$ cat src/rtl/instr_fetch_unit.sv
// Program counter, program-memory address mux, and two-word instruction capture, driven by one-cycle trigger pulses.
// Latency: opcode 1 cycle after decode1, operand/instr_valid 1 cycle after decode2; no backpressure (pulses always accepted).
// Optional INSTR_FETCH_JUMP_EN: update_pc in S_DONE with jump_req loads jump_target instead of pc+2.
module instr_fetch_unit #(
    parameter int               ADDR_W   = 8,
    parameter int               DATA_W   = 8,
    parameter logic [ADDR_W-1:0] RESET_PC = '0
) (
    input  logic              clock,
    input  logic              n_reset,
    input  logic              update_pc_trigger,
    input  logic              fetch_prog_mem1_trigger,
    input  logic              fetch_prog_mem2_trigger,
    input  logic              decode_instr1_trigger,
    input  logic              decode_instr2_trigger,
    input  logic              mem_mux_control,
    input  logic [DATA_W-1:0] prog_mem_data,
    input  logic              jump_req,
    input  logic [ADDR_W-1:0] jump_target,
    output logic [ADDR_W-1:0] prog_mem_addr,
    output logic [ADDR_W-1:0] pc,
    output logic [DATA_W-1:0] opcode,
    output logic [DATA_W-1:0] operand,
    output logic              instr_valid,
    output logic              seq_error
);

    typedef enum logic [2:0] {
        S_START,
        S_WAIT_F1,
        S_WAIT_D1,
        S_WAIT_F2,
        S_WAIT_D2,
        S_DONE
    } state_t;

    // Trigger bit order: {update, fetch1, decode1, fetch2, decode2}
    localparam logic [4:0] T_UPD = 5'b10000;
    localparam logic [4:0] T_F1  = 5'b01000;
    localparam logic [4:0] T_D1  = 5'b00100;
    localparam logic [4:0] T_F2  = 5'b00010;
    localparam logic [4:0] T_D2  = 5'b00001;

    state_t            state_q;
    logic [ADDR_W-1:0] pc_q;
    logic [DATA_W-1:0] word1_q;
    logic [DATA_W-1:0] word2_q;
    logic [DATA_W-1:0] opcode_q;
    logic [DATA_W-1:0] operand_q;
    logic              instr_valid_q;
    logic              seq_error_q;

    logic [4:0]        trig;
    logic [4:0]        trig_exp;
    logic              trig_any;
    logic              trig_err;
    logic [ADDR_W-1:0] pc_next_d;

    assign trig = {update_pc_trigger, fetch_prog_mem1_trigger, decode_instr1_trigger,
                   fetch_prog_mem2_trigger, decode_instr2_trigger};

    always_comb begin
        trig_exp = T_UPD;
        case (state_q)
            S_START:   trig_exp = T_UPD;
            S_WAIT_F1: trig_exp = T_F1;
            S_WAIT_D1: trig_exp = T_D1;
            S_WAIT_F2: trig_exp = T_F2;
            S_WAIT_D2: trig_exp = T_D2;
            S_DONE:    trig_exp = T_UPD;
            default:   trig_exp = T_UPD;
        endcase
    end

    // Expected vector is one-hot, so any mismatch also catches multiple triggers at once
    assign trig_any = |trig;
    assign trig_err = trig_any && (trig != trig_exp);

`ifdef INSTR_FETCH_JUMP_EN
    assign pc_next_d = jump_req ? jump_target : pc_q + ADDR_W'(2);
`else
    logic unused_jump;
    assign unused_jump = &{1'b0, jump_req, jump_target};
    assign pc_next_d   = pc_q + ADDR_W'(2);
`endif

    always_ff @(posedge clock) begin
        if (!n_reset) begin
            state_q       <= S_START;
            pc_q          <= RESET_PC;
            word1_q       <= '0;
            word2_q       <= '0;
            opcode_q      <= '0;
            operand_q     <= '0;
            instr_valid_q <= 1'b0;
            seq_error_q   <= 1'b0;
        end else if (trig_err) begin
            state_q       <= S_START;
            instr_valid_q <= 1'b0;
            seq_error_q   <= 1'b1;
        end else if (trig_any) begin
            case (state_q)
                S_START: begin
                    state_q <= S_WAIT_F1;
                end
                S_WAIT_F1: begin
                    word1_q <= prog_mem_data;
                    state_q <= S_WAIT_D1;
                end
                S_WAIT_D1: begin
                    opcode_q <= word1_q;
                    state_q  <= S_WAIT_F2;
                end
                S_WAIT_F2: begin
                    word2_q <= prog_mem_data;
                    state_q <= S_WAIT_D2;
                end
                S_WAIT_D2: begin
                    operand_q     <= word2_q;
                    instr_valid_q <= 1'b1;
                    state_q       <= S_DONE;
                end
                S_DONE: begin
                    pc_q          <= pc_next_d;
                    instr_valid_q <= 1'b0;
                    state_q       <= S_WAIT_F1;
                end
                default: begin
                    state_q <= S_START;
                end
            endcase
        end
    end

    assign prog_mem_addr = mem_mux_control ? pc_q + ADDR_W'(1) : pc_q;
    assign pc            = pc_q;
    assign opcode        = opcode_q;
    assign operand       = operand_q;
    assign instr_valid   = instr_valid_q;
    assign seq_error     = seq_error_q;

endmodule

$ cat config.mk
export PLATFORM = sky130hd
export DESIGN_NAME = instr_fetch_unit
export DESIGN_NICKNAME = d
export VERILOG_FILES = /design/src/rtl/instr_fetch_unit.sv
export SDC_FILE = /design/constraint.sdc
export NUM_CORES = 1
export LEC_CHECK = 0
export BUFFER_PORTS_ARGS = -buffer_cell sky130_fd_sc_hd__buf_2
export CAP_MARGIN = 10
export CORE_MARGIN = 2
export CORE_UTILIZATION = 35
export CTS_BUF_LIST = sky130_fd_sc_hd__clkbuf_8
export CTS_CLUSTER_SIZE = 20
export DETAILED_ROUTE_END_ITERATION = 10
export REMOVE_ABC_BUFFERS = 1
export SETUP_SLACK_MARGIN = 0.05
export SYNTH_ARGS = -nofsm -noshare
export SYNTH_HDL_FRONTEND = slang
export SYNTH_SLANG_ARGS = --single-unit
$ cat constraint.sdc
create_clock -name clock -period 2.2 [get_ports clock]
set_clock_uncertainty 0.05 [all_clocks]
set_input_delay 0.22 -clock clock [delete_from_list [all_inputs] [get_ports clock]]
set_output_delay 0.22 -clock clock [all_outputs]
set_load 0.03 [all_outputs]
Word level (Yosys, flattened, before mapping) --
Index checks and enable logic that the tools add are counted.
Storage, ports and cells: register bits after elaboration 45, bits of input ports 25, output and inout port bits 34, word-level logic and storage cells 34
Cells by class: $add $sub $neg 2, equal/unequal tests 6, multiplexer cells 4, bitwise logic cells 2, reductions and logical operators 12
Operators with widths (number):
- one-hot mux 5 bit (4 select lines) | 1
- one-hot mux 3 bit (5 select lines) | 1
- AND reduction 3 bit | 5
- adder 8 x 1 -> 8 bit (second input constant) | 1
- adder 8 x 2 -> 8 bit (second input constant) | 1
- 2-to-1 mux 8 bit | 1
- == test 3 x 2 -> 1 bit (second input constant) | 2
- == test 3 bit (second input constant) | 2
- != test 5 bit | 1
- OR reduction 5 bit | 1
- OR reduction 2 bit | 2
- == test 3 x 1 -> 1 bit (second input constant) | 1
- logical NOT 3 bit | 1
- inverter 1 bit | 2
- one-hot mux 1 bit (2 select lines) | 1
- AND reduction 2 bit | 1
- nonzero test 2 bit | 1
- logical AND 1 bit | 1

Longest topological paths before layout --
Gate-level depths: netlist of the first run.
word-level depth 6, gate-level depth with buffers 7, mapped depth without buffers 5

Worst setup path before layout of the first run --
Ideal clock, no wire load.
path type register -> register, start register state_q[1], end register pc_q[1], in the netlist pc[1], setup time 0.071 ns, data arrival time 1.970 ns, required time 2.079 ns, slack 0.110 ns, stages on the path, launching flop included 7, path buffers 1, period minus slack after synthesis 2.090 ns, cell sequence dfxtp_1 > or4b_2 > a31oi_2 > o22ai_1 > buf_2 > or3_1 > a21oi_1
Between the ends: longest elaborated chain between the ends 6, elaborated cells on any way between the ends 10, those cells by class eq/ne (6); mux (1); bitwise (1); reduce/logical (2)
RTL lines:
- from (decl) | RTL line 44 | state_t state_q;
- from (signal assigned) | RTL line 89 | state_q <= S_START;
- from (signal assigned) | RTL line 98 | state_q <= S_START;
- from (signal assigned) | RTL line 104 | state_q <= S_WAIT_F1;
- == test 3 bit, or another cell as far along | RTL line 64 | case (state_q)
- one-hot mux 5 bit (4 select lines) | RTL line 64
- != test 5 bit | RTL line 77 | assign trig_err = trig_any && (trig != trig_exp);
- logical AND 1 bit | RTL line 77
- inverter 1 bit (no source line)
- AND reduction 3 bit (no source line) *
- to (signal assigned) | RTL line 124 | pc_q <= pc_next_d;
- to (decl) | RTL line 45 | logic [ADDR_W-1:0] pc_q;
Mark *: on every way between the ends. The rest lies on a longest branch, timed or not. A chain may end at the register's enable or synchronous reset.

Worst setup path after layout of the first run --
start register state_q[1], end register pc_q[3], in the netlist pc[3]
Same word-level chain as after synthesis.

==> results of run 1 <==
-- power breakdown --
group	leakage (nW)	switching [mW]	internal [mW]	total, mW
clock	0.0445	0.286	0.225	0.511
combinational	0.788	0.0444	0.0316	0.0760
sequential	0.356	0.000846	0.796	0.797
-- cell families after synthesis --
group           after synthesis  share of synthesized area
fa+ha+maj                     1                    0.00636
mux                          32                      0.163
other cells                   1                    0.00191
compound gates               33                      0.116
simple gates                 72                      0.196
flops                        44                      0.448
buf+inv                      25                     0.0681
-- worst max-delay path by stage --
stage	endpoint	cells past startpoint	slack, ns
6_report	pc[3]$_SDFFE_PN0P_	5	-0.04
5_1_grt	pc[1]$_SDFFE_PN0P_	6	-0.10
4_1_cts	pc[3]$_SDFFE_PN0P_	6	-0.1
3_5_place_dp	pc[1]$_SDFFE_PN0P_	6	-0.20
3_3_place_gp	pc[1]$_SDFFE_PN0P_	6	-0.18
2_1_floorplan	opcode[0]$_SDFFE_PN0P_	5	-0.34
-- layout make-up --
cell class,count,area [µm²],share of cell area
inverters,3,11.3,0.00421
well taps,72,90.1,0.0336
clock buffers,5,68.8,0.0257
clock inverters,3,21.3,0.00794
multi-input cells,140,1080,0.403
flip-flops and latches,44,886,0.331
repair buffers,74,520,0.194
-- cells in the mapped netlist, drive strengths merged --
master / instances
a21o: 1
a21oi: 10
a2bb2oi: 2
a311o: 1
a311oi: 1
a31o: 1
a31oi: 2
and2: 1
buf: 15
clkbuf: 7
conb: 1
dfxtp: 44
ha: 1
inv: 3
mux2i: 32
nand2: 6
nand2b: 2
nand3: 2
nand3b: 2
nand4: 2
nand4b: 2
nor2: 37
nor2b: 1
nor4: 1
nor4b: 2
o211ai: 1
o21a: 4
o21ai: 4
o22ai: 1
o31ai: 5
or2: 1
or3: 2
or4: 5
or4b: 3
or4bb: 3
-- state kept, by name, summed over array words and instances (netlist names) --
register	cells
seq_error	1
state_q	3
word1_q	8
operand	8
word2_q	8
pc	7
opcode	8
instr_valid	1
-- repair_timing --
item,4_1_cts,5_1_grt
gates cloned,1,3
gates resized for setup,18,21
setup endpoints to repair,7,43
pin swaps,26,21
buffers inserted,2,2
endpoints found under the hold margin,0,0
-- metal layers --
metal / GRT usage / routed length [µm]
met5: 0 / 0
met4: 0.0621 / 65
met3: 0.0352 / 170
met2: 0.239 / 2390
met1: 0.194 / 2120
-- worst reg2reg max path, delay by kind of cell (launching register included) --
family | cells | cell delay, ns
AO/OA/AOI/OAI | 3 | 0.57
flip-flops | 1 | 0.35
AND/OR/NAND/NOR | 2 | 1.22
-- through the flow --
stage	worst slack (ns)	instances	hold WS (ns)	power (mW)	utilization
CTS	-0.0989	336	0.111	1.40	0.466
finish	-0.0404	341	0.111	1.38	0.489
floorplan	-0.341	186	0.287	0.843	-
global route	-0.104	341	0.104	1.44	0.489
global placement	-0.176	325	0.390	0.883	0.429
detailed placement	-0.202	325	0.390	0.883	0.429
==> summary.txt, run 1 <==
routed via count: 1702
share of the synthesized area in the top cell type: 0.448
clock net sink count: 44
minimum clock period: 2.24 ns
flop2flop setup slack: -0.04 ns
CTS root buffer: clkbuf_8
H-tree levels: 2
GRT overflow: 0
clock tree buffer depth: 2
Fillers: 537
Design Area, Final: 2680 µm²
CP delay by family, top: simple AND/OR/NAND/NOR gates
DRC: 0
most common cell after layout, fill and taps aside: buf_2
routability cong.: 0.880
fmax: 446 MHz
number of synthesized register bits: 44
CTS Buf Count: 5
Hold-fix buffers, CTS: 0
number of global-route vias before repair: 1531
worst skew pair latency: 0.30 ns
DR pass1 iterations: 4
CP max stage delay: 0.73 ns
Setup CP Type: flop to flop
Initial Util: 0.359
1st-iter DRT viols: 111
largest net degree at the start of global routing: 34
dpl hpwl: 2990 µm
VDD IR max: 0.000273 V
Ports: 59
average wire per standard cell: 13.9 µm
violated checks: setup timing
Synth warnings: 0
R2R Path End: pc[3]$_SDFFE_PN0P_
worst path cell trace: or4b_2 -> a31oi_4 -> o22ai_2 -> or4_1 -> a21oi_1
clock slew at reported path FFs: 0.09 ns
Detailed Route WL: 4750 µm
commonest non-fill, non-tap cells in the layout: 46 x buf_2, 42 x dfxtp_1, 37 x nor2_1
hold_sp: prog_mem_data[7]
syn_area_per_cell: 9.45 µm²
port buffer count: 46
CP bufs+invs: 0
Hold WC Path Type: input pin to flop
Critical R2R Launch: state_q[1]$_SDFFE_PP0P_
Final Setup Violations: 12
headroom to the max-slew limit: 0.545
hold-critical path endpoint: word1_q[7]$_SDFFE_PN0P_
die area: 6230 µm²
initial antenna violation count: 0
Total Routing Usage GR: 0.149
FP Rows: 27
CTS tree: done
# diodes: 0
final hold violation count: 0
sequential-to-total area share from yosys stat: 0.448
Placement Cell Area: 2350 µm²
Routed Antenna Nets: 0
reg2reg path depth: 5
CP Launch Type: flop
unrepaired setup endpoints after global routing: true
status: complete, but fails checks
pwr/cell area: 517 nW/µm²
setup ws final: -0.0404 ns
Max Cap Viol: 0
CP Max Fanout: 5
hold path depth: 3
Leak: 1.19 nW
area delta synth->final: 36.2%
core area: 5470 µm²
Die Width: 78.9 µm
setup TNS: -0.191 ns
fin nets: 294
final cycle utilization of the critical path: 1.02
synthesized cell area: 1970 µm²
global-route wire length before repair: 7210 µm
Crit path required time: 2.39 ns
die height: 78.9 µm
Worst-Margin Slew: 0.673 ns
crit path max-delay cell type: or4b_2
worst path arrival time: 2.43 ns
proportion of layout cells with a drive suffix above 1: 0.398
synth unique cells: 39
largest cells by area after synthesis: dfxtp_1 45%, mux2i_1 16%, nor2_1 7.1%, buf_4 3.4%, a21oi_1 2.5%
Synth Instances: 208
CP endpoint kind: flop
Via density: 4.99
Worst Setup SP: state_q[1]$_SDFFE_PP0P_
Pins Over Slew Limit: 0
cell taking the most area after synthesis: dfxtp_1
Power figures use the tool's default switching activity.
==> run 2, diff against run 1 <==
ABC_AREA = 1   (was not set)
SETUP_SLACK_MARGIN = 0.15   (was 0.05)
clock period = 2.81 ns   (was 2.2 ns; I/O delays follow)
==> summary.txt, run 2 <==
most common cell after layout, fill and taps aside: nand2_1
Total Routing Usage GR: 0.155 (+0.00531)
Setup WS pre-CTS: 0.724 ns (+0.926 ns)
setup ws final: 0.729 ns (+0.769 ns)
largest net degree at the start of global routing: 39 (+15%)
crit path max-delay cell type: dfxtp_1
VDD IR max: 0.000174 V (-36%)
CP max stage delay: 0.45 ns (-0.28 ns)
CP Launch Type: flop
sequential-to-total area share from yosys stat: 0.439 (-0.00895)
internal power: 0.839 mW (-20%)
setup TNS: 0 ns (+0.191 ns)
Setup CP Type: flop to flop
cell taking the most area after synthesis: dfxtp_1
Hold WC Path Type: input pin to flop
CTS Buf Count: 5 (unchanged)
worst path cell trace: inv_2 -> nand3_1 -> nand2_1 -> o21ai_0 -> nand2_2 -> buf_4 -> nand2_1 -> nand2_1 -> nand2_1 -> a21oi_1
port buffer count: 46 (unchanged)
worst path arrival time: 2.22 ns (-0.21 ns)
register share of total power: 0.569 (-0.007)
Post-CTS Setup Bufs: 0 (-2)
leading register cell type out of synthesis: dfxtp_1
GRT overflow: 0 (unchanged)
largest cells by area after synthesis: dfxtp_1 44%, nand4_1 13%, nand2_1 12%, a21oi_1 10%, buf_4 3.7%
sw power: 0.259 mW (-22%)
CTS tree: done
commonest non-fill, non-tap cells in the layout: 63 x nand2_1, 46 x buf_2, 44 x dfxtp_1
synth unique cells: 23 (-41%)
CP delay by family, top: simple AND/OR/NAND/NOR gates
Synth warnings: 0 (unchanged)
CP endpoint kind: flop
routability cong.: 0.790 (-10%)
status: finished clean
fin nets: 329 (+12%)
number of synthesized register bits: 44 (unchanged)
average wire per standard cell: 12.2 µm (-13%)
Synth Instances: 264 (+27%)
Ports: 59 (unchanged)
minimum clock period: 2.08 ns (-0.159 ns)
Post-CTS Resized: 0 (-18)
clock tree buffer depth: 2 (unchanged)
cell with the most instances after synthesis: nand2_1
syn_area_per_cell: 7.60 µm² (-20%)
pwr/cell area: 472 nW/µm² (-8.8%)
final core utilization: 0.423 (-0.0666)
clock slew at reported path FFs: 0.08 ns (about the same)
CTS root buffer: clkbuf_8
most instantiated cells after synthesis: 63 x nand2_1, 44 x dfxtp_1, 42 x a21oi_1, 42 x nand4_1, 11 x nor2_1
proportion of layout cells with a drive suffix above 1: 0.227 (-0.171)
FP Rows: 27 (unchanged)
H-tree levels: 2 (unchanged)
Design Area, Final: 2330 µm² (-13%)
number of global-route vias before repair: 1767 (+15%)
core area: 5510 µm² (+0.62%)
Via density: 5.06 (+1.3%)
die height: 79.7 µm (+0.96%)
DRC: 0 (unchanged)
dpl hpwl: 3190 µm (+6.7%)
switching share of power: 0.236 (-0.00341)
clock net sink count: 44 (unchanged)
Final Setup Violations: 0 (-12)
fmax: 481 MHz (+7.7%)
Leak: 0.953 nW (-20%)
Detailed Route WL: 4580 µm (-3.5%)
initial antenna violation count: 0 (unchanged)
Hold-fix buffers, CTS: 0 (unchanged)
CP Max Fanout: 23 (+18)
die area: 6350 µm² (+1.9%)
Initial Util: 0.364 (+0.00507)
synthesized cell area: 2010 µm² (+2.0%)
Crit path required time: 2.95 ns (+0.56 ns)
routed via count: 1901 (+12%)
post-synthesis async set-or-reset flop share: 0 (unchanged)
Placement Cell Area: 2230 µm² (-4.7%)
Max Cap Viol: 0 (unchanged)
global-route wire length before repair: 7870 µm (+9.2%)
DR pass1 iterations: 4 (unchanged)
Die Width: 79.7 µm (+0.96%)
hold slack: 0.170 ns (+0.0589 ns)
# diodes: 0 (unchanged)
Clk pwr share: 0.372 (+0.003)
final hold violation count: 0 (unchanged)
critical path's most frequent cell: nand2_1
final cycle utilization of the critical path: 0.741 (-0.278)
unrepaired setup endpoints after global routing: false
worst skew pair latency: 0.29 ns (about the same)
Routed Antenna Nets: 0 (unchanged)
Post-synth EDFFs: 0 (unchanged)
Fillers: 568 (+5.8%)
share of the synthesized area in the top cell type: 0.439 (-0.00895)
combinational share of power: 0.058 (+0.003)
area delta synth->final: 16.0%
Pins Over Slew Limit: 0 (unchanged)
1st-iter DRT viols: 112 (+0.90%)
CP bufs+invs: 2 (+2)
## run 2: cell types whose count changed in the layout (fill, tap and decap cells not counted), moves of 4 or more
cell,previous run,this run
buf_4,15,7
xor2_1,0,4
nor2_1,37,11
o21a_1,4,0
nand4_1,2,42
or4_1,4,0
inv_2,0,4
mux2i_1,32,0
nand2_1,5,63
nand3_1,2,10
a21oi_1,5,42
inv_1,3,10
a21oi_2,4,0
buf_6,10,0
## run 2: final timing paths
path | depth (start not counted) | start | slack (ns) | endpoint
setup reg to reg | 10 | state_q[2]$_SDFFE_PP0P_ | 0.73 | state_q[1]$_SDFFE_PP0P_
hold reg to reg | 2 | seq_error$_SDFFE_PN0P_ | 0.40 | seq_error$_SDFFE_PN0P_
setup / recovery | 10 | state_q[2]$_SDFFE_PP0P_ | 0.73 | state_q[1]$_SDFFE_PP0P_
hold / removal | 3 | n_reset | 0.17 | pc[1]$_SDFFE_PN0P_
## run 2: final cells by class
type / count / area [µm²] / share of cell area
multi-input combinational: 183 / 921 / 0.396
inverter: 16 / 60.1 / 0.0258
clock buffer: 6 / 82.6 / 0.0355
tap: 72 / 90.1 / 0.0387
clock inverter: 2 / 10.0 / 0.00430
timing repair buffer: 53 / 283 / 0.122
sequential: 44 / 881 / 0.378
## run 2: cell families (layout without fill, tap and decap cells)
| logic type | after synthesis | in the layout | synth area share |
|---|---|---|---|
| XOR/XNOR | 5 | 5 | 0.0218 |
| buffers and inverters | 37 | 77 | 0.102 |
| AO/OA/AOI/OAI | 45 | 45 | 0.114 |
| AND/OR/NAND/NOR | 131 | 131 | 0.316 |
| flip-flops | 44 | 44 | 0.439 |
| other | 1 | 1 | 0.00187 |
| adder cells (fa/ha/maj) | 1 | 1 | 0.00624 |
## run 2: layer usage
metal | vias up | share of wire | global-route usage
met5 | - | 0 | 0
met4 | 0 | 0.0074 | 0.0362
met3 | 5 | 0.057 | 0.0396
met2 | 47 | 0.45 | 0.266
met1 | 865 | 0.49 | 0.193
li1 | 984 | - | -
## run 2: power by group through the flow
| stage | Combinational [mW] | Clock (mW) | Sequential, mW |
|---|---|---|---|
| 2_1_floorplan | 0.0317 | 0 | 0.642 |
| 3_3_place_gp | 0.0638 | 0 | 0.640 |
| 3_5_place_dp | 0.0642 | 0 | 0.640 |
| 4_1_cts | 0.0644 | 0.428 | 0.625 |
| 5_1_grt | 0.0711 | 0.457 | 0.626 |
| 6_report | 0.0640 | 0.409 | 0.625 |
## run 2: through the flow
stage,power (mW),cells
global route,1.15,376
detailed placement,0.704,368
CTS,1.12,376
floorplan,0.673,243
finish,1.10,376
global placement,0.704,368
## run 2: worst register-to-register path, cell delays in order, from the launching register on
cell,delay (ns)
dfxtp_1,0.45
inv_2,0.10
nand3_1,0.12
nand2_1,0.10
o21ai_0,0.22
nand2_2,0.32
buf_4,0.29
nand2_1,0.07
nand2_1,0.06
nand2_1,0.14
a21oi_1,0.06
